## config.mk

```make
export PLATFORM = sky130hd
export DESIGN_NAME = mc_control
export DESIGN_NICKNAME = d
export VERILOG_FILES = /design/src/rtl/mc_pkg.sv /design/src/rtl/mc_decode.sv /design/src/rtl/mc_control.sv
export SDC_FILE = /design/constraint.sdc
export NUM_CORES = 1
export LEC_CHECK = 0
export CAP_MARGIN = 10
export CORE_AREA = 2 2 70 72
export DETAILED_ROUTE_END_ITERATION = 7
export DIE_AREA = 0 0 72 74
export DONT_BUFFER_PORTS = 1
export PLACE_DENSITY = 0.66
export SYNTH_ARGS = -nofsm -noshare
export SYNTH_HDL_FRONTEND = slang
export SYNTH_SLANG_ARGS = --single-unit
```

## constraint.sdc

```tcl
create_clock -name clk -period 2.05 [get_ports clk]
set_clock_uncertainty 0.1 [all_clocks]
set_input_delay 0 -clock clk [delete_from_list [all_inputs] [get_ports clk]]
set_output_delay 0 -clock clk [all_outputs]
set_load 0.05 [all_outputs]
```

## src/rtl/mc_pkg.sv

```systemverilog
// mc_pkg: shared encodings for the multi-cycle MIPS-subset controller.
// Holds the FSM state enum, opcode/funct constants, datapath select
// encodings and the one-hot instruction class produced by mc_decode.
package mc_pkg;

  typedef enum logic [2:0] {
    S_FETCH  = 3'd0,
    S_DECODE = 3'd1,
    S_EXEC   = 3'd2,
    S_MEM    = 3'd3,
    S_WB     = 3'd4
  } state_t;

  localparam logic [5:0] OP_RTYPE = 6'b000000;
  localparam logic [5:0] OP_ORI   = 6'b001101;
  localparam logic [5:0] OP_LW    = 6'b100011;
  localparam logic [5:0] OP_SW    = 6'b101011;
  localparam logic [5:0] OP_BEQ   = 6'b000100;
  localparam logic [5:0] OP_LUI   = 6'b001111;
  localparam logic [5:0] OP_JAL   = 6'b000011;
  localparam logic [5:0] FN_ADD   = 6'b100000;
  localparam logic [5:0] FN_SUB   = 6'b100010;
  localparam logic [5:0] FN_JR    = 6'b001000;

  localparam logic [2:0] ALU_ADD  = 3'b000;
  localparam logic [2:0] ALU_SUB  = 3'b001;
  localparam logic [2:0] ALU_OR   = 3'b011;

  localparam logic [2:0] EXT_SIGN = 3'b000;
  localparam logic [2:0] EXT_ZERO = 3'b001;
  localparam logic [2:0] EXT_LUI  = 3'b010;

  localparam logic [2:0] NPC_PC4  = 3'b000;
  localparam logic [2:0] NPC_BR   = 3'b001;
  localparam logic [2:0] NPC_JAL  = 3'b010;
  localparam logic [2:0] NPC_JR   = 3'b011;

  localparam logic [2:0] RA_RD    = 3'b000;
  localparam logic [2:0] RA_RT    = 3'b001;
  localparam logic [2:0] RA_31    = 3'b010;

  localparam logic [2:0] RW_ALU   = 3'b000;
  localparam logic [2:0] RW_EXT   = 3'b001;
  localparam logic [2:0] RW_MDR   = 3'b010;
  localparam logic [2:0] RW_PC4   = 3'b011;

  localparam logic [2:0] AB_RD2   = 3'b000;
  localparam logic [2:0] AB_EXT   = 3'b001;

  typedef struct packed {
    logic add;
    logic sub;
    logic ori;
    logic lw;
    logic sw;
    logic beq;
    logic lui;
    logic jal;
    logic jr;
  } iclass_t;

endpackage

```

## src/rtl/mc_decode.sv

```systemverilog
// mc_decode: combinational instruction classifier.
// Ports:
//   special  in  6  opcode IR[31:26]
//   offest   in  6  funct IR[5:0]
//   cls      out    one-hot instruction class (all zero = nop)
//   aluop, extop, absel  out 3  static EXEC selects
//   rasel, rwsel         out 3  static write-back selects
module mc_decode
  import mc_pkg::*;
(
  input  logic [5:0] special,
  input  logic [5:0] offest,
  output iclass_t    cls,
  output logic [2:0] aluop,
  output logic [2:0] extop,
  output logic [2:0] absel,
  output logic [2:0] rasel,
  output logic [2:0] rwsel
);

  always_comb begin
    cls   = '0;
    aluop = ALU_ADD;
    extop = EXT_SIGN;
    absel = AB_RD2;
    rasel = RA_RD;
    rwsel = RW_ALU;
    case (special)
      OP_RTYPE: begin
        if (offest == FN_ADD) begin
          cls.add = 1'b1;
        end else if (offest == FN_SUB) begin
          cls.sub = 1'b1;
          aluop   = ALU_SUB;
        end else if (offest == FN_JR) begin
          cls.jr = 1'b1;
        end
      end
      OP_ORI: begin
        cls.ori = 1'b1;
        aluop   = ALU_OR;
        extop   = EXT_ZERO;
        absel   = AB_EXT;
        rasel   = RA_RT;
      end
      OP_LW: begin
        cls.lw = 1'b1;
        absel  = AB_EXT;
        rasel  = RA_RT;
        rwsel  = RW_MDR;
      end
      OP_SW: begin
        cls.sw = 1'b1;
        absel  = AB_EXT;
      end
      OP_BEQ: begin
        cls.beq = 1'b1;
        aluop   = ALU_SUB;
      end
      OP_LUI: begin
        cls.lui = 1'b1;
        extop   = EXT_LUI;
        absel   = AB_EXT;
        rasel   = RA_RT;
        rwsel   = RW_EXT;
      end
      OP_JAL: begin
        cls.jal = 1'b1;
        rasel   = RA_31;
        rwsel   = RW_PC4;
      end
      default: ;
    endcase
  end

endmodule

```

## src/rtl/mc_control.sv

```systemverilog
// mc_control: multi-cycle FSM sequencing one instruction through
// FETCH/DECODE/EXEC/MEM/WB over a shared, variable-latency memory port,
// plus a retired-instruction counter (one count per PCWE pulse).
// Ports:
//   clk, rst_n (async active-low); special/offest from IR; zero from ALU;
//   mem_ready/mem_req/mem_instr/DMWN memory handshake; IRWE, MDRWE,
//   PCWE, GRFWE strobes; ALUop/EXTop/NPCop/RAsel/RWsel/ABsel selects;
//   state (debug); instr_count.
//
// state  | meaning
// FETCH  | request instruction at PC, latch IR on mem_ready
// DECODE | register read, no strobes
// EXEC   | ALU op; beq/jal/jr/nop retire here
// MEM    | data access for lw/sw; sw retires here
// WB     | register write for ALU/lui/lw, retire
module mc_control
  import mc_pkg::*;
(
  input  logic        clk,
  input  logic        rst_n,
  input  logic [5:0]  special,
  input  logic [5:0]  offest,
  input  logic        zero,
  input  logic        mem_ready,
  output logic        mem_req,
  output logic        mem_instr,
  output logic        DMWN,
  output logic        IRWE,
  output logic        MDRWE,
  output logic        PCWE,
  output logic        GRFWE,
  output logic [2:0]  ALUop,
  output logic [2:0]  EXTop,
  output logic [2:0]  NPCop,
  output logic [2:0]  RAsel,
  output logic [2:0]  RWsel,
  output logic [2:0]  ABsel,
  output logic [2:0]  state,
  output logic [31:0] instr_count
);

  state_t     cur, nxt;
  iclass_t    cls;
  logic [2:0] d_aluop, d_extop, d_absel, d_rasel, d_rwsel;
  logic       req, instr, dmwn, irwe, mdrwe, pcwe, grfwe;

  mc_decode u_decode (
    .special (special),
    .offest  (offest),
    .cls     (cls),
    .aluop   (d_aluop),
    .extop   (d_extop),
    .absel   (d_absel),
    .rasel   (d_rasel),
    .rwsel   (d_rwsel)
  );

  always_ff @(posedge clk or negedge rst_n) begin
    if (!rst_n) cur <= S_FETCH;
    else        cur <= nxt;
  end

  always_ff @(posedge clk or negedge rst_n) begin
    if (!rst_n)    instr_count <= 32'd0;
    else if (pcwe) instr_count <= instr_count + 32'd1;
  end

  always_comb begin
    nxt   = cur;
    req   = 1'b0;
    instr = 1'b0;
    dmwn  = 1'b0;
    irwe  = 1'b0;
    mdrwe = 1'b0;
    pcwe  = 1'b0;
    grfwe = 1'b0;
    ALUop = ALU_ADD;
    EXTop = EXT_SIGN;
    NPCop = NPC_PC4;
    RAsel = RA_RD;
    RWsel = RW_ALU;
    ABsel = AB_RD2;
    case (cur)
      S_FETCH: begin
        req   = 1'b1;
        instr = 1'b1;
        if (mem_ready) begin
          irwe = 1'b1;
          nxt  = S_DECODE;
        end
      end
      S_DECODE: nxt = S_EXEC;
      S_EXEC: begin
        ALUop = d_aluop;
        EXTop = d_extop;
        ABsel = d_absel;
        if (cls.add || cls.sub || cls.ori || cls.lui) begin
          nxt = S_WB;
        end else if (cls.lw || cls.sw) begin
          nxt = S_MEM;
        end else begin
          // beq, jal, jr and unrecognised encodings all retire here
          pcwe = 1'b1;
          nxt  = S_FETCH;
          if (cls.beq) begin
            NPCop = zero ? NPC_BR : NPC_PC4;
          end else if (cls.jal) begin
            grfwe = 1'b1;
            RAsel = d_rasel;
            RWsel = d_rwsel;
            NPCop = NPC_JAL;
          end else if (cls.jr) begin
            NPCop = NPC_JR;
          end
        end
      end
      S_MEM: begin
        req   = 1'b1;
        dmwn  = cls.sw;
        // keep the address computation alive for the whole request
        ALUop = ALU_ADD;
        ABsel = AB_EXT;
        if (mem_ready) begin
          if (cls.lw) begin
            mdrwe = 1'b1;
            nxt   = S_WB;
          end else begin
            pcwe = 1'b1;
            nxt  = S_FETCH;
          end
        end
      end
      S_WB: begin
        grfwe = 1'b1;
        RAsel = d_rasel;
        RWsel = d_rwsel;
        pcwe  = 1'b1;
        nxt   = S_FETCH;
      end
      default: nxt = S_FETCH;
    endcase
  end

  // reset parks the FSM in FETCH, whose request must not leak out
  assign mem_req   = req   & rst_n;
  assign mem_instr = instr & rst_n;
  assign DMWN      = dmwn  & rst_n;
  assign IRWE      = irwe  & rst_n;
  assign MDRWE     = mdrwe & rst_n;
  assign PCWE      = pcwe  & rst_n;
  assign GRFWE     = grfwe & rst_n;
  assign state     = cur;

endmodule

```

==> impl_metrics.env <==
export IMPL_die_h_um=74
export IMPL_initial_core_util_pct=48.19
export IMPL_leakage_nw=1.197
export IMPL_synth_main_ff_cell="dfrtp_1"
export IMPL_synth_area_leaders="dfrtp_1 40%, xor2_1 11%, a211oi_1 7.1%, a2111oi_4 3.7%, nand2_1 3.2%"
export IMPL_cts_root_buf="clkbuf_8"
export IMPL_setup_violations=0
export IMPL_hold_end="state[2]"
export IMPL_die_w_um=72
export IMPL_drv_slew=0
export IMPL_drive_above_1_share_pct=41.78
export IMPL_core_um2=4598
export IMPL_grt_pass1_wl_um=8942
export IMPL_insertion_delay_ns=0.29
export IMPL_cp_data_required_time_ns=2.15
export IMPL_clk_path_buf_depth=2
export IMPL_grt_use_total_pct=21.26
export IMPL_io_pins=76
export IMPL_syn_inst=229
export IMPL_arrival_ns=2.14
export IMPL_grt_max_degree=36
export IMPL_via_per_inst=5.617
export IMPL_wl_per_cell_um=15.32
export IMPL_ir_drop_mv=1.032
export IMPL_nNetsFinal=320
export IMPL_min_delay_start="offest[5]"
export IMPL_grt_pass1_vias=1925
export IMPL_dp_hpwl_um=4077
export IMPL_cap_violations=0
export IMPL_fin_util_pct=69.63
export IMPL_worstSetupPathType="reg -> reg"
export IMPL_ys_top_cells_by_count="35 x dfrtp_1, 28 x xor2_1, 21 x a211oi_1, 19 x nand2_1, 12 x nand3_1"
export IMPL_grt_use_met3_pct=6.098
export IMPL_powerDensity_nw_per_um2=1499
export IMPL_setup_ws_ns=0.01249
export IMPL_period_needed_ns=2.038
export IMPL_met2_usage_pct=36.83
export IMPL_grt_use_met1_pct=26.36
export IMPL_status="complete, no violations"
export IMPL_hold_class="in -> reg"
export IMPL_antenna_found_initial=0
export IMPL_dieArea_um2=5328
export IMPL_post_place_ws_ns=-0.1227
export IMPL_critPathTopFamily="simple AND/OR/NAND/NOR gates"
export IMPL_path_cells="nand2b_4 -> or2_4 -> or3_4 -> buf_8 -> a2111oi_4 -> xor2_1"
export IMPL_htreeDepth=2
export IMPL_numCtsBuffers=5
export IMPL_critPathCaptureType="flop"
export IMPL_routed_wirelength_um=5484
export IMPL_syn_area_per_cell_um2=9.676
export IMPL_synth_distinct_cells=41
export IMPL_rsz0062_at_grt="yes"
export IMPL_synth_seq_cells=35
export IMPL_slew_headroom_pct=66.46
export IMPL_busiest_layer="met2"
export IMPL_seq_area_frac_synth_pct=39.53
export IMPL_start_kind="flop"
export IMPL_ant_nets=0
export IMPL_fmax_mhz=490.8
export IMPL_r2r_slack_ns=0.01
export IMPL_yosys_warnings=0
export IMPL_drc_errors=0
export IMPL_syn2layout_area_growth_pct=44.49
export IMPL_ys_async_sr_fraction_pct=100.0
export IMPL_cts_tree="yes"
export IMPL_holdWs_ns=0.03889
export IMPL_critPathMaxFanout=10
export IMPL_cp_slowest_cell="dfrtp_2"
export IMPL_clock_sinks=35
export IMPL_finalHoldViolCount=0
export IMPL_power_w=0.004800
export IMPL_yosysTopAreaCell="dfrtp_1"
export IMPL_finalCritPeriodShare_pct=99.39
export IMPL_critPathBufInv=1
export IMPL_crit_path_max_incr_delay_ns=0.41
export IMPL_netlist_area_um2=2216
export IMPL_rows=25
export IMPL_diodes=0
export IMPL_nFillCells=355
export IMPL_timing_rr_start="state[2]"
export IMPL_place_congestion=0.8277
export IMPL_yosys_area_top_type_share_pct=39.53
export IMPL_synth_edff_count=0
export IMPL_portBuffers=0
export IMPL_num_vias=2011
export IMPL_hold_depth=3
export IMPL_firstDrtPassIters=4
export IMPL_synth_most_common_cell="dfrtp_1"
export IMPL_r2r_end="instr_count[31]"
export IMPL_grt_remaining_overflow=0
export IMPL_r2r_cells=6
export IMPL_worst_slew_pin_slew_ns=0.5018
export IMPL_path_clk_slew_ns=0.07
export IMPL_drtIter0Drc=82
worst reg2reg max path, stage by stage, from the launching register on:
cell       delay, ns
dfrtp_2         0.41
nand2b_4        0.14
or2_4           0.23
or3_4           0.38
buf_8           0.16
a2111oi_4       0.36
xor2_1          0.19
cells in the final DEF, fill, tap and decap left out, types with 3 or more instances in the layout:
cell	netlist	final
xnor2_1	3	3
nor3_1	9	5
buf_12	0	8
xor2_1	28	28
nand4_1	10	10
nor3_2	0	4
buf_4	7	61
nand2_1	19	18
nand2b_1	4	3
conb_1	1	7
dlygate4sd3_1	0	5
a21oi_4	0	3
a211oi_2	0	6
a21oi_1	10	5
inv_1	9	9
a211oi_1	21	15
and4_1	3	3
dfrtp_2	0	13
and3b_1	3	3
a2111oi_4	3	5
nand3_1	12	12
clkbuf_8	0	5
buf_6	3	4
nor2_1	10	10
dfrtp_1	35	22
what timing repair did:
action                                  in CTS  in global routing
gates resized for setup                      3                  9
cloned                                       0                  0
pin swaps                                    0                  4
endpoints found under the setup margin      30                 17
hold buffers                                 6                  0
hold endpoints to repair                    38                  0
setup buffers                                0                  2
registers in the layout (all words and copies together) (netlist names):
register,cells
state,3
instr_count,32
worst max path at each step:
stage,startpoint,end,slack (ns),depth (start not counted)
floorplan,state[2],instr_count[13],-0.20,7
global placement,state[2],instr_count[31],-0.07,6
global route,state[2],instr_count[31],-0.06,6
CTS,state[2],PCWE,-0.01,6
finish,state[2],instr_count[31],0.01,6
detailed placement,state[2],instr_count[12],-0.12,6
where the power goes:
group / total (W) / internal, W / leakage (nW) / switching [W]
Sequential: 0.00108 / 0.000929 / 0.355 / 0.000156
Combinational: 0.00309 / 0.00104 / 0.784 / 0.00205
Clock: 0.000623 / 0.000362 / 0.0581 / 0.000261
cells by family (layout without fill, tap and decap cells):
family                     Yosys count  count (layout)  share of synthesized area [%]
other                                1               7                         0.1692
muxes                                1               1                         0.5082
and+or+nand+nor                     88              88                          21.68
adders and majority gates            1               1                         0.5646
xor gates and xnor gates            31              31                          12.25
DFF                                 35              35                          39.53
AOI/OAI and AO/OA                   45              45                          18.24
buffers and inverters               27              96                          7.058
layer usage:
metal / up-vias / part of all wire [%] / routed length (µm)
met5: - / 0 / 0
met4: 0 / 0.86 / 47
met3: 6 / 6.2 / 342
met2: 58 / 50 / 2729
met1: 983 / 43 / 2364
li1: 964 / - / -
through the flow:
| step | instance area (µm²) | std cells | TNS, ns |
|---|---|---|---|
| 3_5_place_dp | 2930 | 342 | -1.552 |
| 5_1_grt | 3202 | 358 | -0.09554 |
| 4_1_cts | 3124 | 356 | -0.02292 |
| 6_report | 3202 | 358 | 0 |
| 3_3_place_gp | 2930 | 342 | -0.7999 |
| 2_1_floorplan | 2369 | 235 | -5.319 |
area by class of cell:
cell class,instances,area (µm²),area share [%]
Clock buffer,5,68.82,2.149
Inverter,9,33.78,1.055
Sequential cell,35,892.1,27.86
Timing Repair Buffer,79,728.2,22.74
Tap cell,54,67.56,2.110
Clock inverter,3,43.79,1.368
Multi-Input combinational cell,173,1368,42.71
(Power assumes the default switching activity.)
